[src/rtl/fifo_pkg.sv]
// Shared async-FIFO definitions: default address width, pointer width
// and the Gray-to-binary conversion used by both pointer domains.
package fifo_pkg;

   localparam int FIFO_ADDR_SIZE = 4;
   localparam int FIFO_PTR_W     = FIFO_ADDR_SIZE + 1;

   typedef logic [FIFO_PTR_W-1:0] ptr_t;

   // Each binary bit is the XOR of all Gray bits at or above it.
   function automatic ptr_t gray_to_binary(input ptr_t g);
      ptr_t b;
      b[FIFO_PTR_W-1] = g[FIFO_PTR_W-1];
      for (int i = FIFO_PTR_W - 2; i >= 0; i--) begin
         b[i] = b[i+1] ^ g[i];
      end
      return b;
   endfunction

endpackage

[src/rtl/binary_to_gray.sv]
// Combinational binary to reflected-Gray conversion.
module binary_to_gray #(
   parameter int WIDTH = 5
) (
   input  logic [WIDTH-1:0] bin_i,
   output logic [WIDTH-1:0] gray_o
);

   assign gray_o = bin_i ^ (bin_i >> 1);

endmodule

[src/rtl/sync_r2w.sv]
// Two-flop synchronizer for a Gray pointer crossing into another clock.
module sync_r2w #(
   parameter int WIDTH = 5
) (
   input  logic             clk_i,
   input  logic             rst_ni,
   input  logic [WIDTH-1:0] d_i,
   output logic [WIDTH-1:0] q_o
);

   logic [WIDTH-1:0] q1_q;
   logic [WIDTH-1:0] q2_q;

   always_ff @(posedge clk_i or negedge rst_ni) begin
      if (!rst_ni) begin
         q1_q <= '0;
         q2_q <= '0;
      end else begin
         q1_q <= d_i;
         q2_q <= q1_q;
      end
   end

   assign q_o = q2_q;

endmodule

[src/rtl/wr_logic.sv]
// Async-FIFO write-side pointer, full/almost_full and level logic.
// Optional sticky overflow flag when FIFO_WR_OVF_EN is defined.
module wr_logic
   import fifo_pkg::*;
#(
   parameter int ADDR_SIZE = FIFO_ADDR_SIZE,
   parameter int AF_THRESH = 12
) (
   input  logic                 wr_clk,
   input  logic                 wr_rst_n,
   input  logic                 wr_en,
   input  logic [ADDR_SIZE:0]   rd_ptr_gray,
`ifdef FIFO_WR_OVF_EN
   input  logic                 ovf_clr,
   output logic                 overflow,
`endif
   output logic [ADDR_SIZE-1:0] wr_ptr,
   output logic                 wr_inc,
   output logic [ADDR_SIZE:0]   wr_ptr_gray,
   output logic                 full,
   output logic                 almost_full,
   output logic [ADDR_SIZE:0]   wr_level
);

   localparam int PW = ADDR_SIZE + 1;

   logic [PW-1:0] wbin_q;
   logic [PW-1:0] wbin_d;
   logic [PW-1:0] wgray_q;
   logic [PW-1:0] wgray_d;
   logic [PW-1:0] wq2;
   logic [PW-1:0] rbin_s;
   logic [PW-1:0] full_cmp;
   logic [PW-1:0] level_q;
   logic [PW-1:0] level_d;
   logic          full_q;
   logic          full_d;
   logic          af_q;
   logic          af_d;
   logic          inc;

   assign inc    = wr_en & ~full_q;
   assign wbin_d = wbin_q + PW'(inc);

   binary_to_gray #(
      .WIDTH (PW)
   ) u_b2g (
      .bin_i  (wbin_d),
      .gray_o (wgray_d)
   );

   sync_r2w #(
      .WIDTH (PW)
   ) u_sync (
      .clk_i  (wr_clk),
      .rst_ni (wr_rst_n),
      .d_i    (rd_ptr_gray),
      .q_o    (wq2)
   );

   // Full when the next write pointer has lapped the read pointer:
   // in Gray code that is the top two bits inverted, rest equal.
   always_comb begin
      rbin_s   = PW'(gray_to_binary(ptr_t'(wq2)));
      level_d  = wbin_d - rbin_s;
      full_cmp = {~wq2[PW-1:PW-2], wq2[PW-3:0]};
      full_d   = (wgray_d == full_cmp);
      af_d     = (level_d >= PW'(AF_THRESH));
   end

   always_ff @(posedge wr_clk or negedge wr_rst_n) begin
      if (!wr_rst_n) begin
         wbin_q  <= '0;
         wgray_q <= '0;
         level_q <= '0;
         full_q  <= 1'b0;
         af_q    <= 1'b0;
      end else begin
         wbin_q  <= wbin_d;
         wgray_q <= wgray_d;
         level_q <= level_d;
         full_q  <= full_d;
         af_q    <= af_d;
      end
   end

`ifdef FIFO_WR_OVF_EN
   logic ovf_q;
   logic ovf_d;

   // A fresh overflow beats a clear on the same edge.
   always_comb begin
      ovf_d = ovf_q;
      if (ovf_clr) begin
         ovf_d = 1'b0;
      end
      if (wr_en & full_q) begin
         ovf_d = 1'b1;
      end
   end

   always_ff @(posedge wr_clk or negedge wr_rst_n) begin
      if (!wr_rst_n) begin
         ovf_q <= 1'b0;
      end else begin
         ovf_q <= ovf_d;
      end
   end

   assign overflow = ovf_q;
`endif

   assign wr_ptr      = wbin_q[ADDR_SIZE-1:0];
   assign wr_inc      = inc;
   assign wr_ptr_gray = wgray_q;
   assign full        = full_q;
   assign almost_full = af_q;
   assign wr_level    = level_q;

endmodule

[config.mk]
export PLATFORM = sky130hd
export DESIGN_NAME = wr_logic
export DESIGN_NICKNAME = d
export VERILOG_FILES = /design/src/rtl/fifo_pkg.sv /design/src/rtl/binary_to_gray.sv /design/src/rtl/sync_r2w.sv /design/src/rtl/wr_logic.sv
export SDC_FILE = /design/constraint.sdc
export NUM_CORES = 1
export LEC_CHECK = 0
export BUFFER_PORTS_ARGS = -buffer_cell sky130_fd_sc_hd__buf_2
export CORE_MARGIN = 4
export CORE_UTILIZATION = 41
export DETAILED_ROUTE_END_ITERATION = 7
export PLACE_DENSITY = 0.61
export SLEW_MARGIN = 40
export SYNTH_ARGS = -nofsm -noshare
export SYNTH_HDL_FRONTEND = slang
export SYNTH_SLANG_ARGS = --single-unit
[constraint.sdc]
create_clock -name wr_clk -period 7.5 [get_ports wr_clk]
set_clock_uncertainty 0.05 [all_clocks]
set_input_delay 1.5 -clock wr_clk [delete_from_list [all_inputs] [get_ports wr_clk]]
set_output_delay 1.5 -clock wr_clk [all_outputs]
set_load 0.01 [all_outputs]
==> flow_summary.ini, run 1 <==
[run_status]
status = finished clean

[clock_network]
cts_made_buffers = 3
cts.sinks = 26
clock_latency_ns = 0.32
cts_root_buffer = clkbuf_4
cts_max_level = 1
tritoncts = yes
clockBufferDepth = 2
cts_hold_buf = 0
cts.repair.resized = 0
clkSlewWorstSetupHoldPaths_ns = 0.13
post_cts_buffers = 0

[setup_path]
worstSetupStartpointType = primary input
path_class = in2reg
critPathArrivalTime_ns = 4.01
reg2regPathDepth = 10
required_ns = 7.65
path_max_fanout = 6
end_kind = flip-flop

[grt]
grt_start_max_net_pins = 27
overflow = 0
antenna_found_initial = 0
grt_pass1_vias = 661
grt.total_usage_pct = 10.7
grt_pass1_wl_microns = 2930

[timing]
holdWs_ns = 0.313
timing.fmax_mhz = 259
worst_slew_pin_slew_ns = 0.564
rsz0062_at_grt = no
fin_crit_sh_pct = 51.4
hold_violations = 0
setup_violations = 0
relSlewSlack_pct = 62.4
tns_ns = 0
drv_slew = 0
period_needed_ns = 3.86

[placement]
gp_congestion = 0.815
port_buffers = 24
dpl.hpwl_microns = 1340
placed_area_sq_um = 1320

[synth]
synth-main-ff-cell = dfrtp_1
ys_seq_area_share_pct = 55.6
syn-instance-count = 86
synth-edff-count = 0
syn_nets = 101
yosysUniqueCellTypes = 27
synth_area_sq_um = 1170
async_reset_ff_share_pct = 100
yosysWarnings = 0
syn_avg_cell_area_sq_um = 13.6
ys_ff_latch = 26

[floorplan]
die_area_sq_um = 3780
die_h_microns = 61.4
io_pins = 25
core_area_sq_um = 2730
start_util_pct = 42.8
die_w_microns = 61.4
rows = 19

[final_layout]
nFillCells = 241
final_nets = 129
postLayoutCellArea_sq_um = 1370
register_area_sq_um = 651
n_antenna_cell = 0
areaGrowthSynthToFinish_pct = 17.1
postLayoutCoreUtil_pct = 50.2
drive_gt1_share_pct = 31.0
multiInputGateArea_sq_um = 479

[power]
ir_drop_uv = 279
switching_share_pct = 38.7
p_comb_share_pct = 52.9
p_leak_nw = 0.658
seqPwrFrac_pct = 32.9
power.density_cell_area_nw_per_um2 = 493
intPower_mw = 0.414
p_clk_share_pct = 14.1
fin_total_pwr_mw = 0.676
switchingPower_mw = 0.261

[detailed_routing]
postRouteAntennaNets = 0
vias_per_cell = 4.77
wire_per_inst_microns = 12.1
drt_pass1_iterations = 3
dr.first_iter.drc_count = 22
routed_wl_microns = 1750
drcViolationCount = 0
num_vias = 687

[flow_run]
maxCapViolCount = 0

[hold_path]
min_path_type = reg2reg
min_path_cells = 0
## cell usage after synthesis, types with 2 or more instances
cell	count	share of area, %
xor2_1	7	5.2
nand3_1	4	1.7
dfrtp_1	26	56
xnor2_2	2	2.8
nor2b_1	2	1.1
xnor2_1	11	8.2
inv_1	8	2.6
a21oi_1	2	0.85
ha_1	6	6.4
## power groups by stage
stage          clock network, mW  registers, mW  logic (mW)
6_report                  0.0955          0.222       0.358
3_3_place_gp                   0          0.224       0.357
2_1_floorplan                  0          0.243       0.257
5_1_grt                    0.105          0.230       0.404
4_1_cts                   0.0992          0.223       0.363
3_5_place_dp                   0          0.227       0.361
## placed cells by master (no fill, tap or decap), types with 2 or more instances in the layout
master	n
clkbuf_4	3
xor2_1	7
xnor2_1	11
ha_1	6
dfrtp_1	26
nor2b_1	2
xnor2_2	2
nand3_1	4
buf_2	24
inv_1	8
a21oi_1	2
## sequential cells by signal, summed over array words and instances (netlist names)
signal / count
wbin_q: 5
u_sync.q1_q: 5
almost_full: 1
wr_level: 5
u_sync.q_o: 5
full: 1
wr_ptr_gray: 4
## layout make-up
| type | instances | area share (%) |
|---|---|---|
| Sequential cell | 26 | 47.4 |
| Tap cell | 31 | 2.83 |
| Multi-Input combinational cell | 51 | 34.9 |
| Timing Repair Buffer | 24 | 8.76 |
| Clock inverter | 1 | 2.19 |
| Inverter | 8 | 2.19 |
| Clock buffer | 3 | 1.64 |
## through the flow
stage / std cells / setup WS [ns]
final: 144 / 3.64
after global routing: 144 / 3.53
after CTS: 144 / 3.67
after detailed placement: 140 / 3.32
after global placement: 140 / 3.37
after floorplan: 86 / 3.54
## kinds of logic (layout without fill, tap and decap cells)
family	after synthesis	after routing	share of synthesized area, %
buffers and inverters	9	36	3.53
AO/OA/AOI/OAI	9	9	6.30
AND/OR/NAND/NOR	13	13	7.05
multiplexers	1	1	0.855
XOR/XNOR	21	21	18.6
flip-flops	26	26	55.6
adder cells (fa/ha/maj)	7	7	8.12
## worst max-delay path, stage by stage
cell	delay [ns]
buf_2	0.07
nor2b_1	0.15
ha_1	0.26
ha_1	0.30
xor2_1	0.43
ha_1	0.38
nor2b_1	0.16
o21ai_1	0.14
a21oi_1	0.09
or4b_1	0.51
## per-layer routing
metal / track usage, % / vias to the layer above / wire [microns]
met5: 0 / - / 0
met4: 5.45 / 0 / 8
met3: 2.10 / 2 / 112
met2: 16.8 / 17 / 843
met1: 14.1 / 328 / 781
li1: - / 340 / -
## final timing paths
path,from,to,slack (ns)
min in group asynchronous,wr_rst_n,wr_ptr_gray[0],1.09
max,wr_en,almost_full,3.64
max reg2reg,u_sync.q_o[4],almost_full,4.36
min reg2reg,u_sync.q1_q[1],u_sync.q_o[1],0.31
max in group asynchronous,wr_rst_n,wr_level[2],5.92
min,u_sync.q1_q[1],u_sync.q_o[1],0.31
Power figures use the tool's default switching activity.
==> inputs of run 2 (changes only) <==
==> constraint.sdc (replaced) <==
create_clock -name wr_clk -period 3.7 [get_ports wr_clk]
set_clock_uncertainty 0.05 [all_clocks]
set_input_delay 0.74 -clock wr_clk [delete_from_list [all_inputs] [get_ports wr_clk]]
set_output_delay 0.74 -clock wr_clk [all_outputs]
set_load 0.01 [all_outputs]
==> flow_summary.ini, run 2 (same netlist as run 1, synthesis figures left out) <==
[grt]
grt.total_usage_pct = 11.1
grt_pass1_vias = 672
grt_start_max_net_pins = 27
antenna_found_initial = 0
overflow = 0
grt_pass1_wl_microns = 2990

[timing]
setup_violations = 0
fin_crit_sh_pct = 83.7
timing.fmax_mhz = 323
relSlewSlack_pct = 62.7
drv_slew = 0
hold_violations = 0
period_needed_ns = 3.10
rsz0062_at_grt = no
worst_slew_pin_slew_ns = 0.560
tns_ns = 0

[power]
fin_total_pwr_mw = 1.33
power.density_cell_area_nw_per_um2 = 978
p_leak_nw = 0.656
ir_drop_uv = 566

[clock_network]
cts_hold_buf = 0
clkSlewWorstSetupHoldPaths_ns = 0.14
tritoncts = yes
cts_max_level = 1
post_cts_buffers = 0
cts.repair.resized = 0
clock_latency_ns = 0.31
cts_root_buffer = clkbuf_4
clockBufferDepth = 2
cts.sinks = 26
cts_made_buffers = 3

[setup_path]
critPathArrivalTime_ns = 3.25
path_cells = xnor2_2 -> xor2_1 -> xor2_1 -> xnor2_1 -> ha_1 -> fa_1 -> nor2b_1 -> o21ai_1 -> and3_1 -> or4b_1
end_kind = flip-flop
path_max_fanout = 5
path_common_cell = xor2_1
crit_path_top_delay_cell = dfrtp_1
required_ns = 3.85
path_class = reg2reg
worstSetupStartpointType = flip-flop
max_stage_delay_ns = 0.49

[detailed_routing]
vias_per_cell = 4.81
drt_pass1_iterations = 4
drcViolationCount = 0
routed_wl_microns = 1820
dr.first_iter.drc_count = 17
wire_per_inst_microns = 12.5
postRouteAntennaNets = 0
num_vias = 697

[flow_run]
maxCapViolCount = 0

[floorplan]
die_h_microns = 61.4
die_w_microns = 61.4
die_area_sq_um = 3780
io_pins = 25
core_area_sq_um = 2730
start_util_pct = 42.8
rows = 19

[final_layout]
final_common_cell = dfrtp_1
n_antenna_cell = 0
finalNonFillerCells = 145
register_area_sq_um = 651
multiInputGateArea_sq_um = 479
drive_gt1_share_pct = 31.6
layout_common_cells = dfrtp_1 (26), buf_2 (24), xnor2_1 (11)
nFillCells = 260
final_nets = 130
areaGrowthSynthToFinish_pct = 16.3

[run_status]
status = finished clean

[hold_path]
min_path_type = reg2reg

[placement]
gp_congestion = 0.812
dpl.hpwl_microns = 1440
dpl.cell_count = 141
port_buffers = 24
run 2: cell count changes in the layout (fill, tap and decap cells not counted):
cell | before | now
buf_4 | 0 | 1
bufinv_16 | 1 | 0
clkbuf_8 | 0 | 1
run 2: stage by stage:
step                cell area (sq um)  hold WS [ns]  utilization (%)  setup slack [ns]
floorplan                        1170         0.281                -             0.497
global route                     1360         0.324             49.8             0.349
CTS                              1360         0.317             49.8             0.577
finish                           1360         0.315             49.8             0.603
global placement                 1330         0.281             48.5             0.438
detailed placement               1330         0.285             48.5             0.379
run 2: cell type report:
type                            instances  area share (%)
Tap cell                               31            2.85
Inverter                                8            2.20
Sequential cell                        26            47.8
Multi-Input combinational cell         51            35.2
Timing Repair Buffer                   25            9.37
Clock buffer                            4            2.66
run 2: final timing paths:
| path | from | endpoint | slack, ns | cells after the start |
|---|---|---|---|---|
| hold / removal | u_sync.q1_q[0] | u_sync.q_o[0] | 0.31 | 0 |
| max in group asynchronous | wr_rst_n | wr_level[2] | 2.88 | 1 |
| setup / recovery | u_sync.q_o[4] | almost_full | 0.60 | 10 |
| setup reg to reg | u_sync.q_o[4] | almost_full | 0.60 | 10 |
| hold reg to reg | u_sync.q1_q[0] | u_sync.q_o[0] | 0.31 | 0 |
| min in group asynchronous | wr_rst_n | wr_level[3] | 0.35 | 1 |
run 2: layer usage:
| metal | share of wire, % | GRT usage (%) | up-vias | wire length, microns |
|---|---|---|---|---|
| li1 | - | - | 342 | - |
| met1 | 43 | 13.4 | 336 | 784 |
| met2 | 50 | 19.0 | 17 | 903 |
| met3 | 6.1 | 2.52 | 2 | 111 |
| met4 | 1.0 | 4.55 | 0 | 19 |
| met5 | 0 | 0 | - | 0 |
run 2: power by group:
part / switching (mW) / internal [mW]
combinational: 0.391 / 0.353
clock: 0.0802 / 0.0600
sequential: 0.0619 / 0.387
run 2: critical path, delay by kind of cell (launching register included):
| family | cells | cell delay [ns] |
|---|---|---|
| xor+xnor | 4 | 0.85 |
| compound gates | 1 | 0.08 |
| simple gates | 3 | 0.82 |
| flops | 1 | 0.49 |
| fa+ha+maj | 2 | 0.70 |
